==> src/rtl/mv_vlc_encoder.sv <==
// MPEG-2 motion-vector VLC encoder: wraps each component delta against its predictor,
// emits motion_code / motion_residual tokens to the bit packer, and returns the updated PMV.
module mv_vlc_encoder (
  input  logic               clk,
  input  logic               rst,
  input  logic               in_valid,
  output logic               in_ready,
  input  logic signed [31:0] mv_h,
  input  logic signed [31:0] mv_v,
  input  logic signed [31:0] pmv_h,
  input  logic signed [31:0] pmv_v,
  input  logic [3:0]         f_code_h,
  input  logic [3:0]         f_code_v,
  input  logic               mvscale,
  output logic               out_valid,
  input  logic               out_ready,
  output logic [10:0]        out_bits,
  output logic [3:0]         out_len,
  output logic signed [31:0] pmv_out_h,
  output logic signed [31:0] pmv_out_v,
  output logic               done,
  output logic               err,
  output logic [2:0]         dbg_state
);

  // Handshakes: a token moves on a rising edge with out_valid && out_ready; while stalled,
  // out_valid/out_bits/out_len hold. A request is accepted on a rising edge with in_valid && in_ready.
  typedef enum logic [2:0] {IDLE, CALC, H_CODE, H_RES, V_CODE, V_RES, FIN} state_t;

  typedef struct packed {
    logic [10:0] word;
    logic [3:0]  wlen;
    logic [7:0]  res;
    logic [3:0]  r;
    logic        has_res;
  } comp_t;

  state_t             state;
  logic signed [31:0] mv_h_q, mv_v_q, pmv_h_q, pmv_v_q;
  logic [3:0]         fh_q, fv_q;
  logic               scale_q;
  comp_t              h_c, v_c, h_q, v_q;
  logic signed [31:0] pred_v;
  logic               bad_fcode;

  function automatic comp_t encode_comp(input logic signed [31:0] mv,
                                        input logic signed [31:0] pred,
                                        input logic [3:0] fc);
    comp_t              c;
    logic [3:0]         r;
    logic signed [31:0] f, delta, mag;
    logic [31:0]        a;
    logic [4:0]         code;
    logic               s;
    logic [9:0]         base;
    logic [3:0]         blen;
    r     = fc - 4'd1;
    f     = 32'sd1 << r;
    delta = mv - pred;
    if (delta > (f <<< 4) - 32'sd1)
      delta = delta - (f <<< 5);
    else if (delta < -(f <<< 4))
      delta = delta + (f <<< 5);
    s    = delta[31];
    mag  = s ? -delta : delta;
    a    = mag - 32'sd1;
    code = 5'((a >> r) + 32'd1);
    // Base word without the trailing sign bit, and its length.
    case (code)
      5'd1:    {base, blen} = {10'd1,  4'd2};
      5'd2:    {base, blen} = {10'd1,  4'd3};
      5'd3:    {base, blen} = {10'd1,  4'd4};
      5'd4:    {base, blen} = {10'd3,  4'd6};
      5'd5:    {base, blen} = {10'd5,  4'd7};
      5'd6:    {base, blen} = {10'd4,  4'd7};
      5'd7:    {base, blen} = {10'd3,  4'd7};
      5'd8:    {base, blen} = {10'd11, 4'd9};
      5'd9:    {base, blen} = {10'd10, 4'd9};
      5'd10:   {base, blen} = {10'd9,  4'd9};
      5'd11:   {base, blen} = {10'd17, 4'd10};
      5'd12:   {base, blen} = {10'd16, 4'd10};
      5'd13:   {base, blen} = {10'd15, 4'd10};
      5'd14:   {base, blen} = {10'd14, 4'd10};
      5'd15:   {base, blen} = {10'd13, 4'd10};
      5'd16:   {base, blen} = {10'd12, 4'd10};
      default: {base, blen} = {10'd0,  4'd0};
    endcase
    c.r   = r;
    c.res = a[7:0] & ((8'd1 << r) - 8'd1);
    if (delta == 32'sd0) begin
      c.word    = 11'd1;
      c.wlen    = 4'd1;
      c.has_res = 1'b0;
    end else begin
      c.word    = {base, s};
      c.wlen    = blen + 4'd1;
      c.has_res = (r != 4'd0);
    end
    return c;
  endfunction

  assign pred_v    = scale_q ? (pmv_v_q >>> 1) : pmv_v_q;
  assign h_c       = encode_comp(mv_h_q, pmv_h_q, fh_q);
  assign v_c       = encode_comp(mv_v_q, pred_v, fv_q);
  assign bad_fcode = (fh_q == 4'd0) || (fh_q > 4'd9) || (fv_q == 4'd0) || (fv_q > 4'd9);
  assign in_ready  = (state == IDLE) && !rst;
  assign dbg_state = state;

  always_ff @(posedge clk) begin
    if (rst) begin
      state     <= IDLE;
      out_valid <= 1'b0;
      out_bits  <= '0;
      out_len   <= '0;
      done      <= 1'b0;
      err       <= 1'b0;
      pmv_out_h <= '0;
      pmv_out_v <= '0;
      mv_h_q    <= '0;
      mv_v_q    <= '0;
      pmv_h_q   <= '0;
      pmv_v_q   <= '0;
      fh_q      <= '0;
      fv_q      <= '0;
      scale_q   <= 1'b0;
      h_q       <= '0;
      v_q       <= '0;
    end else begin
      case (state)
        IDLE: if (in_valid) begin
          mv_h_q  <= mv_h;
          mv_v_q  <= mv_v;
          pmv_h_q <= pmv_h;
          pmv_v_q <= pmv_v;
          fh_q    <= f_code_h;
          fv_q    <= f_code_v;
          scale_q <= mvscale;
          state   <= CALC;
        end
        CALC: if (bad_fcode) begin
          done  <= 1'b1;
          err   <= 1'b1;
          state <= FIN;
        end else begin
          h_q       <= h_c;
          v_q       <= v_c;
          out_valid <= 1'b1;
          out_bits  <= h_c.word;
          out_len   <= h_c.wlen;
          state     <= H_CODE;
        end
        H_CODE: if (out_ready) begin
          if (h_q.has_res) begin
            out_bits <= {3'b000, h_q.res};
            out_len  <= h_q.r;
            state    <= H_RES;
          end else begin
            out_bits <= v_q.word;
            out_len  <= v_q.wlen;
            state    <= V_CODE;
          end
        end
        H_RES: if (out_ready) begin
          out_bits <= v_q.word;
          out_len  <= v_q.wlen;
          state    <= V_CODE;
        end
        V_CODE, V_RES: if (out_ready) begin
          if (state == V_CODE && v_q.has_res) begin
            out_bits <= {3'b000, v_q.res};
            out_len  <= v_q.r;
            state    <= V_RES;
          end else begin
            // Last token accepted: publish the new predictors alongside done.
            out_valid <= 1'b0;
            done      <= 1'b1;
            pmv_out_h <= mv_h_q;
            pmv_out_v <= scale_q ? (mv_v_q <<< 1) : mv_v_q;
            state     <= FIN;
          end
        end
        FIN: begin
          done  <= 1'b0;
          err   <= 1'b0;
          state <= IDLE;
        end
        default: state <= IDLE;
      endcase
    end
  end

endmodule

==> config.mk <==
export PLATFORM = sky130hd
export DESIGN_NAME = mv_vlc_encoder
export DESIGN_NICKNAME = d
export VERILOG_FILES = /design/src/rtl/mv_vlc_encoder.sv
export SDC_FILE = /design/constraint.sdc
export NUM_CORES = 1
export LEC_CHECK = 0
export CAP_MARGIN = 20
export CELL_PAD_IN_SITES_DETAIL_PLACEMENT = 0
export CELL_PAD_IN_SITES_GLOBAL_PLACEMENT = 1
export CORE_AREA = 3 3 265 267
export DETAILED_ROUTE_END_ITERATION = 6
export DIE_AREA = 0 0 268 270
export GPL_TIMING_DRIVEN = 1
export PLACE_DENSITY = 0.77
export SYNTH_ARGS = -nofsm -noshare
export SYNTH_HDL_FRONTEND = slang
export SYNTH_SLANG_ARGS = --single-unit
==> constraint.sdc <==
create_clock -name clk -period 11.05 [get_ports clk]
set_clock_uncertainty 0.2 [all_clocks]
set_input_delay 2.21 -clock clk [delete_from_list [all_inputs] [get_ports clk]]
set_output_delay 2.21 -clock clk [all_outputs]
set_load 0.05 [all_outputs]
==> reports/metrics.yaml <==
cts_tree: "built"
root_buffer: "clkbuf_16"
grt_pass1_wl_microns: 162000
die_w_microns: 268
slowest_delay_ps: 500
nFillCells: 6991
synth_cells: 3802
end_kind: "register"
maxCapViolCount: 0
synth_cell_types: 125
port_buffers: 223
crit_fanout: 9
crit_required_ps: 11310
clock_sinks: 255
holdBufCountCts: 0
wl_microns: 105000
core_sq_mm: 0.0683
max_slew_margin_pct: 28.6
synth-edff-count: 0
overflow: 0
ant_nets: 0
detailedPlacementHpwl_microns: 83200
wl_per_cell_microns: 21.3
synth_adder_area_share_pct: 13.1
clock_latency_ps: 610
cts-buffers-inserted: 31
grt_use_total_pct: 28.0
rrSetupSlack_ps: 660
yosysTopAreaCell: "dfxtp_1"
synth_ff_type: "dfxtp_1"
multi_input_area_sq_mm: 0.0207
die_h_microns: 270
synthMuxAreaShare_pct: 4.85
dp_slack_ps: -24.3
fin_nets: 4432
clkTransAtPathRegs_ps: 60
post-route-min-period_ps: 10390
post-synth-top-count-cell: "nand2_1"
regArea_sq_mm: 0.00511
rsz0062_at_grt: "yes"
syn2layout_area_growth_pct: 18.1
fin_crit_sh_pct: 94.0
max_freq_ghz: 0.0963
synthTopCellsByCount: "631 x nand2_1, 391 x a21oi_1, 315 x nor2_1, 276 x ha_1, 255 x dfxtp_1"
grt_pass1_vias: 27300
avgSynthCellArea_sq_um: 7.16
grt_max_degree: 101
synthTopCellsByArea: "dfxtp_1 19%, ha_1 13%, nand2_1 8.7%"
netlist_area_sq_mm: 0.0272
yosys_warnings: 0
crit_top_cell: "ha_1"
outcome: "completed"
worstSetupPathType: "reg2reg"
cp-start-kind: "register"
postLayoutCoreUtil_pct: 47.0
rows: 96
setup_ws_ps: 660
dr.pass1.iters: 5
synth-async-reset-ratio_pct: 0
vias_per_cell: 5.89
hp-class: "reg2reg"
ys_ff_latch: 255
synth_compound_gate_area_share_pct: 26.9
clock_path_buffers: 3
initial_core_util_pct: 39.8
cp.arrival_ps: 10650
synth_top_family_by_area: "compound AO/OA/AOI/OAI gates"
drc: 0
dieArea_sq_mm: 0.0724
synthSimpleGateAreaFrac_pct: 24.9
drt_iter0_markers: 2708
htreeDepth: 1
yosysTopAreaCellShare_pct: 18.8
synth-xor-area-share_pct: 5.87
hold_viol_final: 0
worst_pin_slew_ps: 1070
cp_slowest_cell: "or4_4"
ys_seq_area_share_pct: 18.8
grt_antenna_before_repair: 3
drive_gt1_share_pct: 8.36
slew_viol_final: 0
ioPinCount: 227
gp_congestion: 0.983
vias: 29000
setup_violations: 0
==> worst max-delay path, delay by kind of cell (launching register included) <==
family | cells | cell delay, ps
buffers and inverters | 7 | 820
and+or+nand+nor | 13 | 3190
AOI/OAI and AO/OA | 14 | 3530
xor gates and xnor gates | 2 | 420
adders and majority gates | 6 | 1780
DFF | 1 | 330
==> routing by layer <==
| layer | vias up | GRT usage [%] | wire (microns) |
|---|---|---|---|
| met5 | - | 0 | 0 |
| met4 | 0 | 6.67 | 2640 |
| met3 | 135 | 3.34 | 6190 |
| met2 | 983 | 46.8 | 48600 |
| met1 | 13700 | 38.4 | 47400 |
| li1 | 14200 | - | - |
==> through the flow <==
| stage | instances | hold slack, ps | setup TNS, ps | cell area (sq um) |
|---|---|---|---|---|
| 2_1_floorplan | 3804 | 221 | 0 | 27200 |
| 3_5_place_dp | 4856 | 246 | -24.3 | 30900 |
| 4_1_cts | 4911 | 253 | 0 | 32000 |
| 3_3_place_gp | 4854 | 239 | 0 | 30900 |
| 6_report | 4916 | 251 | 0 | 32100 |
| 5_1_grt | 4916 | 263 | -44.4 | 32100 |
==> layout make-up <==
class                           count  area share [%]
Tap cell                          882            3.43
Multi-Input combinational cell   3151            64.5
Clock inverter                     14           0.619
Sequential cell                   255            15.9
Timing Repair Buffer              372            10.5
Clock buffer                       41            2.75
Inverter                          198            2.31
Antenna cell                        3          0.0234
==> cell usage in the layout (no fill, tap or decap), drive strengths merged, types with 34 or more instances in the layout <==
master	instances
a31oi	34
ha	276
xor2	52
xnor2	123
o21ai	167
a21o	51
a21oi	395
o211ai	44
nand3	115
nand2	632
mux2i	101
clkdlybuf4s50	222
buf	149
nand4	50
dfxtp	255
nor3	95
a211oi	97
and2	39
inv	197
clkbuf	42
nor2	320
==> logic make-up after synthesis <==
| group | count (synthesis) |
|---|---|
| compound gates | 1097 |
| xor+xnor | 175 |
| fa+ha+maj | 282 |
| buf+inv | 398 |
| flops | 255 |
| mux | 125 |
| other cells | 1 |
| simple gates | 1469 |
==> path summary, 6_finish.rpt <==
check                           cells past startpoint    endpoint  startpoint
worst max-delay path                               42  out_len[1]   mv_h_q[0]
worst min-delay path                                2  pmv_h_q[8]  pmv_h_q[8]
worst max register to register                     42  out_len[1]   mv_h_q[0]
worst min register to register                      2  pmv_h_q[8]  pmv_h_q[8]
==> state kept, by name, summed over array words and instances (netlist names), 3 cells and up <==
| signal | flops |
|---|---|
| dbg_state | 3 |
| fh_q | 4 |
| fv_q | 4 |
| h_q | 13 |
| mv_h_q | 32 |
| mv_v_q | 32 |
| out_bits | 8 |
| out_len | 4 |
| pmv_h_q | 32 |
| pmv_out_h | 32 |
| pmv_out_v | 32 |
| pmv_v_q | 32 |
| v_q | 23 |
==> repair_timing <==
| item | 4_1_cts | 5_1_grt |
|---|---|---|
| buffers inserted | 0 | 2 |
| gates resized for setup | 1 | 19 |
| pin swaps | 0 | 1 |
| setup endpoints to repair | 2 | 11 |
Power is not shown: default switching activity piles up to over one toggle a cycle in this logic, so the estimate is an artifact.
